===== src/rtl/vertex_cl_packer_pkg.sv =====
// Shared types and constants for the vertex write-back packer.
package vertex_cl_packer_pkg;

    localparam int VERTEX_W     = 32;
    localparam int CL_W         = 512;
    localparam int VERTS_PER_CL = 16;

    typedef logic [VERTEX_W-1:0] vertex_t;

    localparam logic [1:0] ST_EMPTY = 2'd0;
    localparam logic [1:0] ST_FILL  = 2'd1;
    localparam logic [1:0] ST_FLUSH = 2'd2;
    localparam logic [1:0] ST_DONE  = 2'd3;

endpackage


===== src/rtl/vertex_line_buf.sv =====
// One-line fill buffer: 16 vertex slots, valid mask, line index and busy flag.
// A clear and a write in the same cycle leave a fresh line holding only that vertex.
import vertex_cl_packer_pkg::*;

module vertex_line_buf #(
    parameter int LINE_W = 4
) (
    input  logic                    clk,
    input  logic                    rst,
    input  logic                    clr,
    input  logic                    wr,
    input  logic [3:0]              slot,
    input  vertex_t                 vertex,
    input  logic [LINE_W-1:0]       w_line,
    output logic [CL_W-1:0]         data,
    output logic [VERTS_PER_CL-1:0] mask,
    output logic [LINE_W-1:0]       line,
    output logic                    busy
);

    always_ff @(posedge clk) begin
        if (rst) begin
            data <= '0;
            mask <= '0;
            line <= '0;
            busy <= 1'b0;
        end else begin
            if (clr) begin
                data <= '0;
                mask <= '0;
                busy <= 1'b0;
            end
            // Later assignments override the clear for the written slot.
            if (wr) begin
                data[slot*VERTEX_W +: VERTEX_W] <= vertex;
                mask[slot] <= 1'b1;
                line <= w_line;
                busy <= 1'b1;
            end
        end
    end

endmodule


===== src/rtl/vertex_cl_packer.sv =====
// Coalesces single vertex updates into masked 512-bit cachelines.
// Optional VERTEX_PACKER_AUTO_EMIT_EN: emit a line as soon as all 16 slots are written.
import vertex_cl_packer_pkg::*;

module vertex_cl_packer #(
    parameter int ADDR_W = 8
) (
    input  logic                    clk,
    input  logic                    rst,
    input  vertex_t                 vertex_in,
    input  logic [ADDR_W-1:0]       v_addr,
    input  logic                    v_valid,
    output logic                    v_ready,
    input  logic                    flush_in,
    output logic                    flush_done,
    output logic [CL_W-1:0]         cl_out,
    output logic [ADDR_W-5:0]       cl_addr,
    output logic [VERTS_PER_CL-1:0] cl_mask,
    output logic                    cl_valid,
    input  logic                    cl_ready
);

    localparam int LINE_W = ADDR_W - 4;

    logic [1:0]              state;
    logic [CL_W-1:0]         buf_data;
    logic [VERTS_PER_CL-1:0] buf_mask;
    logic [LINE_W-1:0]       buf_line;
    logic                    busy;

    logic [CL_W-1:0]         m_data;
    logic [VERTS_PER_CL-1:0] m_mask;
    logic [LINE_W-1:0]       m_line;
    logic [LINE_W-1:0]       v_line;
    logic [3:0]              slot;
    logic active, out_free, fire, swap, drain, flush_take, auto_full;
    logic clr, wr;

    assign v_line     = v_addr[ADDR_W-1:4];
    assign slot       = v_addr[3:0];
    assign active     = (state == ST_EMPTY) || (state == ST_FILL);
    assign out_free   = !cl_valid || cl_ready;
    assign v_ready    = !rst && active && out_free;
    assign fire       = v_valid && v_ready;
    assign flush_take = flush_in && active;
    assign flush_done = (state == ST_DONE);

    // Buffer contents as they would look with this cycle's vertex absorbed.
    always_comb begin
        m_data = buf_data;
        m_mask = buf_mask;
        if (fire) begin
            m_data[slot*VERTEX_W +: VERTEX_W] = vertex_in;
            m_mask[slot] = 1'b1;
        end
    end

    assign m_line = fire ? v_line : buf_line;

`ifdef VERTEX_PACKER_AUTO_EMIT_EN
    assign auto_full = active && (m_mask == '1);
`else
    assign auto_full = 1'b0;
`endif

    // swap: emit the stored line and restart with the new vertex.
    // drain: emit the merged line and leave the buffer empty.
    assign swap  = fire && busy && (v_line != buf_line);
    assign drain = !swap && out_free && (busy || fire)
                && ((state == ST_FLUSH) || flush_take || auto_full);
    assign clr   = swap || drain;
    assign wr    = fire && !drain;

    vertex_line_buf #(
        .LINE_W (LINE_W)
    ) u_buf (
        .clk    (clk),
        .rst    (rst),
        .clr    (clr),
        .wr     (wr),
        .slot   (slot),
        .vertex (vertex_in),
        .w_line (v_line),
        .data   (buf_data),
        .mask   (buf_mask),
        .line   (buf_line),
        .busy   (busy)
    );

    always_ff @(posedge clk) begin
        if (rst) begin
            cl_valid <= 1'b0;
            cl_out   <= '0;
            cl_addr  <= '0;
            cl_mask  <= '0;
        end else if (swap) begin
            cl_valid <= 1'b1;
            cl_out   <= buf_data;
            cl_addr  <= buf_line;
            cl_mask  <= buf_mask;
        end else if (drain) begin
            cl_valid <= 1'b1;
            cl_out   <= m_data;
            cl_addr  <= m_line;
            cl_mask  <= m_mask;
        end else if (cl_ready) begin
            cl_valid <= 1'b0;
        end
    end

    always_ff @(posedge clk) begin
        if (rst) begin
            state <= ST_EMPTY;
        end else begin
            case (state)
                ST_EMPTY, ST_FILL: begin
                    if (flush_take)
                        state <= ST_FLUSH;
                    else if (swap)
                        state <= ST_FILL;
                    else if (drain)
                        state <= ST_EMPTY;
                    else if (fire)
                        state <= ST_FILL;
                end
                ST_FLUSH: begin
                    if (!busy && !cl_valid)
                        state <= ST_DONE;
                end
                ST_DONE: state <= ST_EMPTY;
                default: state <= ST_EMPTY;
            endcase
        end
    end

endmodule


===== config.mk =====
export PLATFORM = sky130hd
export DESIGN_NAME = vertex_cl_packer
export DESIGN_NICKNAME = d
export VERILOG_FILES = /design/src/rtl/vertex_cl_packer_pkg.sv /design/src/rtl/vertex_line_buf.sv /design/src/rtl/vertex_cl_packer.sv
export SDC_FILE = /design/constraint.sdc
export NUM_CORES = 2
export LEC_CHECK = 0
export CORE_MARGIN = 4
export CORE_UTILIZATION = 50
export CTS_BUF_LIST = sky130_fd_sc_hd__clkbuf_16
export DETAILED_ROUTE_END_ITERATION = 7
export GPL_TIMING_DRIVEN = 0
export PLACE_DENSITY_LB_ADDON = 0.08
export RECOVER_POWER = 100
export SYNTH_ARGS = -nofsm -noshare
export SYNTH_HDL_FRONTEND = slang
export SYNTH_HIERARCHICAL = 1
export SYNTH_SLANG_ARGS = --single-unit

===== constraint.sdc =====
create_clock -name clk -period 3.16 [get_ports clk]
set_input_delay 0.474 -clock clk [delete_from_list [all_inputs] [get_ports clk]]
set_output_delay 0.474 -clock clk [all_outputs]
set_load 0.02 [all_outputs]

==> summary.md <==
| Metric | Value |
|---|---|
| Synth top cells by count | `1068 x dfxtp_1, 689 x nand2_1, 561 x nor2_1` |
| Clock Latency Late Sink | `0.70 ns` |
| Top FF cell, synth | `dfxtp_1` |
| Clock power share | `38.3%` |
| Tmin final | `3.178 ns` |
| Unique masters post-synth | `62` |
| Ys async rst share | `0%` |
| Post-Syn Area | `44130 um2` |
| Drt drc | `0` |
| Mapped Nets | `5276` |
| R2R Path End | `cl_mask[15]` |
| Worst EP required | `3.77 ns` |
| GRT Residual Overflow | `0` |
| Min-Delay Path Class | `in -> reg` |
| CTS tree | `yes` |
| Final wirelength | `218.5 mm` |
| CP Class | `reg -> reg` |
| Starting DRT DRC Count | `6760` |
| Total global routing track utilization | `44.58%` |
| Final Setup Violations | `2` |
| Net Sw Frac | `31.11%` |
| Area growth syn-to-layout | `27.45%` |
| Endpoint class of the critical path | `flip-flop` |
| RSZ-0062 raised after global routing | `true` |
| Top-area cell type share of the netlist area | `48.44%` |
| Largest net degree at the start of global routing | `20` |
| Final Cycle Share | `100.6%` |
| Placed Instance Area | `51470 um2` |
| Worst-path fanout max | `10` |
| Num ports | `580` |
| DRT Pass-1 Iters | `6` |
| Root buffer cell | `clkbuf_16` |
| Ranking of synthesized cells by area | `dfxtp_1 48%, nand3_1 6.3%, nand2_1 5.9%` |
| Largest vdd supply drop | `0.4741 mV` |
| Final Max Tran Viols | `132` |
| Row cnt | `108` |
| Max Cap Viol | `12` |
| PwrDens | `611.5 nW/um2` |
| Synth Area per Inst | `8.461 um2` |
| Die ar. | `93080 um2` |
| Setup WS post-layout | `-0.01750 ns` |
| CTS max path bufs | `3` |
| Slew @ Worst Pin | `1.662 ns` |
| Mapped Cells | `5216` |
| FF-to-FF setup slack | `-0.02 ns` |
| H-tree Lvls | `3` |
| Violated checks | `capacitance limit, slew limit, setup timing` |
| Min-Delay Startpoint | `v_addr[2]` |
| Dpl cells | `6953` |
| Chip width | `305.1 um` |
| PortBufs | `578` |
| TritonCTS Sinks | `1068` |
| Sw power | `0.01070 W` |
| RePlAce Congestion | `1.034` |
| Vias | `46700` |
| Ys Warns | `6` |
| Hold Fails Final Rpt | `0` |
| Starting Density | `50.64%` |
| Clock skew | `0.02037 ns` |
| Dpl hpwl | `156.0 mm` |
| Sequential-to-total area share from yosys stat | `48.44%` |
| Placeable Area | `87160 um2` |
| Hold Crit Endpoint | `u_buf/mask[13]` |
| Worst hold slack | `0.3987 ns` |
| Final Non-Filler Cells | `7217` |
| Worst-path clk slew | `0.07 ns` |
| Final Net Count | `5997` |
| Synth Register Bits | `1068` |
| CTS Hold Bufs | `0` |
| Final ANT Viol Nets | `0` |
| Fmax | `0.3147 GHz` |
| Initial antenna violation count | `31` |
| Finished Cell Area | `56250 um2` |
| Vias in the first global route | `42900` |
| Comb pwr share | `18.8%` |
| Internal power | `0.02370 W` |
| Share of layout cells above drive strength 1 | `9.664%` |
| Status | `finished with violations` |
| WL per Instance | `30.28 um` |
| Sequential Power Share | `42.9%` |
| Pleak | `21.48 nW` |
| First-pass GRT wire length | `305.0 mm` |
| Vias per cell | `6.470` |
| Worst r2r src | `u_buf/line[0]` |
| Post-route setup TNS | `-0.02027 ns` |
| Worst Path Arrival | `3.79 ns` |
| Worst slew margin | `-10.81%` |
| CTS Buf Count | `110` |
| Die H | `305.1 um` |
| Most common cell in the synthesized netlist | `dfxtp_1` |
| CP Launch Type | `flip-flop` |
| Worst Hold Depth | `4` |
| Pwr Total | `0.03440 W` |
| EDFF count, synth | `0` |
| Cell taking the most area after synthesis | `dfxtp_1` |
| Register-to-Register Path Depth | `7` |
## cell usage in the layout (no fill, tap or decap), types with 17 or more instances in the layout
cell,instances
nor2_1,555
mux2i_1,232
diode_2,29
nand2b_1,38
dlygate4sd3_1,535
nand3b_1,35
clkdlybuf4s50_1,40
a311oi_1,149
clkinv_2,27
buf_4,48
dfxtp_1,1066
a221oi_1,204
nand3_1,550
buf_1,17
clkbuf_16,115
nor3_1,314
buf_2,62
o21ai_0,148
clkbuf_1,313
or2_1,22
clkinv_1,33
a21oi_1,193
a311oi_2,29
nor4_1,35
inv_1,26
clkbuf_2,140
a211oi_1,117
nand2_1,686
buf_6,20
a32oi_1,35
## worst max-delay path by stage
stage                             start               to  cells past startpoint
final                     u_buf/line[0]      cl_mask[15]                      7
after global routing      u_buf/line[0]      cl_out[271]                      9
after CTS                 u_buf/line[1]   u_buf/data[32]                     12
after detailed placement      v_addr[5]  u_buf/data[455]                     15
after global placement        v_addr[5]  u_buf/data[451]                     14
after floorplan               v_addr[5]  u_buf/data[384]                     13
## cell type report
type	instances	area (um2)
diodes	29	72.57
repair buffers	618	6165
fillers	7804	30910
clock inverters	94	733.2
inverters	10	40.04
plain buffers	585	2774
well taps	1155	1445
clock buffers	114	2853
multi-input cells	3544	20780
flip-flops and latches	1068	21380
## critical path: stages (launching register included)
cell and delay [ns]:
dfxtp_1 0.35, xor2_2 0.21, o41a_1 0.44, buf_6 0.18, buf_6 0.17, nor3_1 0.88, a311oi_1 0.56, nor3_1 0.28
## per-stage QoR
step           setup slack (ns)  utilization (%)
6_report               -0.01750            64.54
5_1_grt                -0.02323            64.46
4_1_cts               0.0006328            64.26
3_5_place_dp             -2.856            59.05
3_3_place_gp             -3.533            58.93
2_1_floorplan           0.07177                -
## power groups by stage
stage               Clock, W  Sequential (W)  Combinational [W]
finish                0.0132          0.0148            0.00647
detailed placement         0          0.0151            0.00633
CTS                   0.0131          0.0148            0.00649
global route          0.0137          0.0148            0.00670
global placement           0          0.0151            0.00628
floorplan                  0          0.0157            0.00238
## sequential cells by signal, summed over array words and instances (netlist names)
signal and cells:
u_buf/mask 16, u_buf/data 512, u_buf/line 4, cl_addr 4, u_buf/busy 1, state 2, cl_mask 16, cl_out 512
cl_valid 1
## logic make-up after synthesis
group / Yosys count / synth area share, %
simple gates: 2342 / 24.13
fa+ha+maj: 15 / 0.4253
buf+inv: 604 / 5.647
compound gates: 948 / 15.95
xor+xnor: 7 / 0.1389
mux: 232 / 5.262
flops: 1068 / 48.44
## per-layer routing
| metal | vias to the layer above | wire [um] | GRT usage [%] |
|---|---|---|---|
| li1 | 20130 | - | - |
| met1 | 22330 | 79730 | 55.86 |
| met2 | 3400 | 90470 | 64.19 |
| met3 | 823 | 29630 | 14.61 |
| met4 | 12 | 18620 | 32.38 |
| met5 | - | 77 | 0 |
## what timing repair did
| action | 4_1_cts | 5_1_grt |
|---|---|---|
| setup endpoints to repair | 1062 | 804 |
| buffers inserted | 28 | 5 |
| gates cloned | 0 | 0 |
| gates resized for setup | 221 | 140 |
| pin swaps | 18 | 5 |
Note: power is estimated with default switching activity, not from simulation.
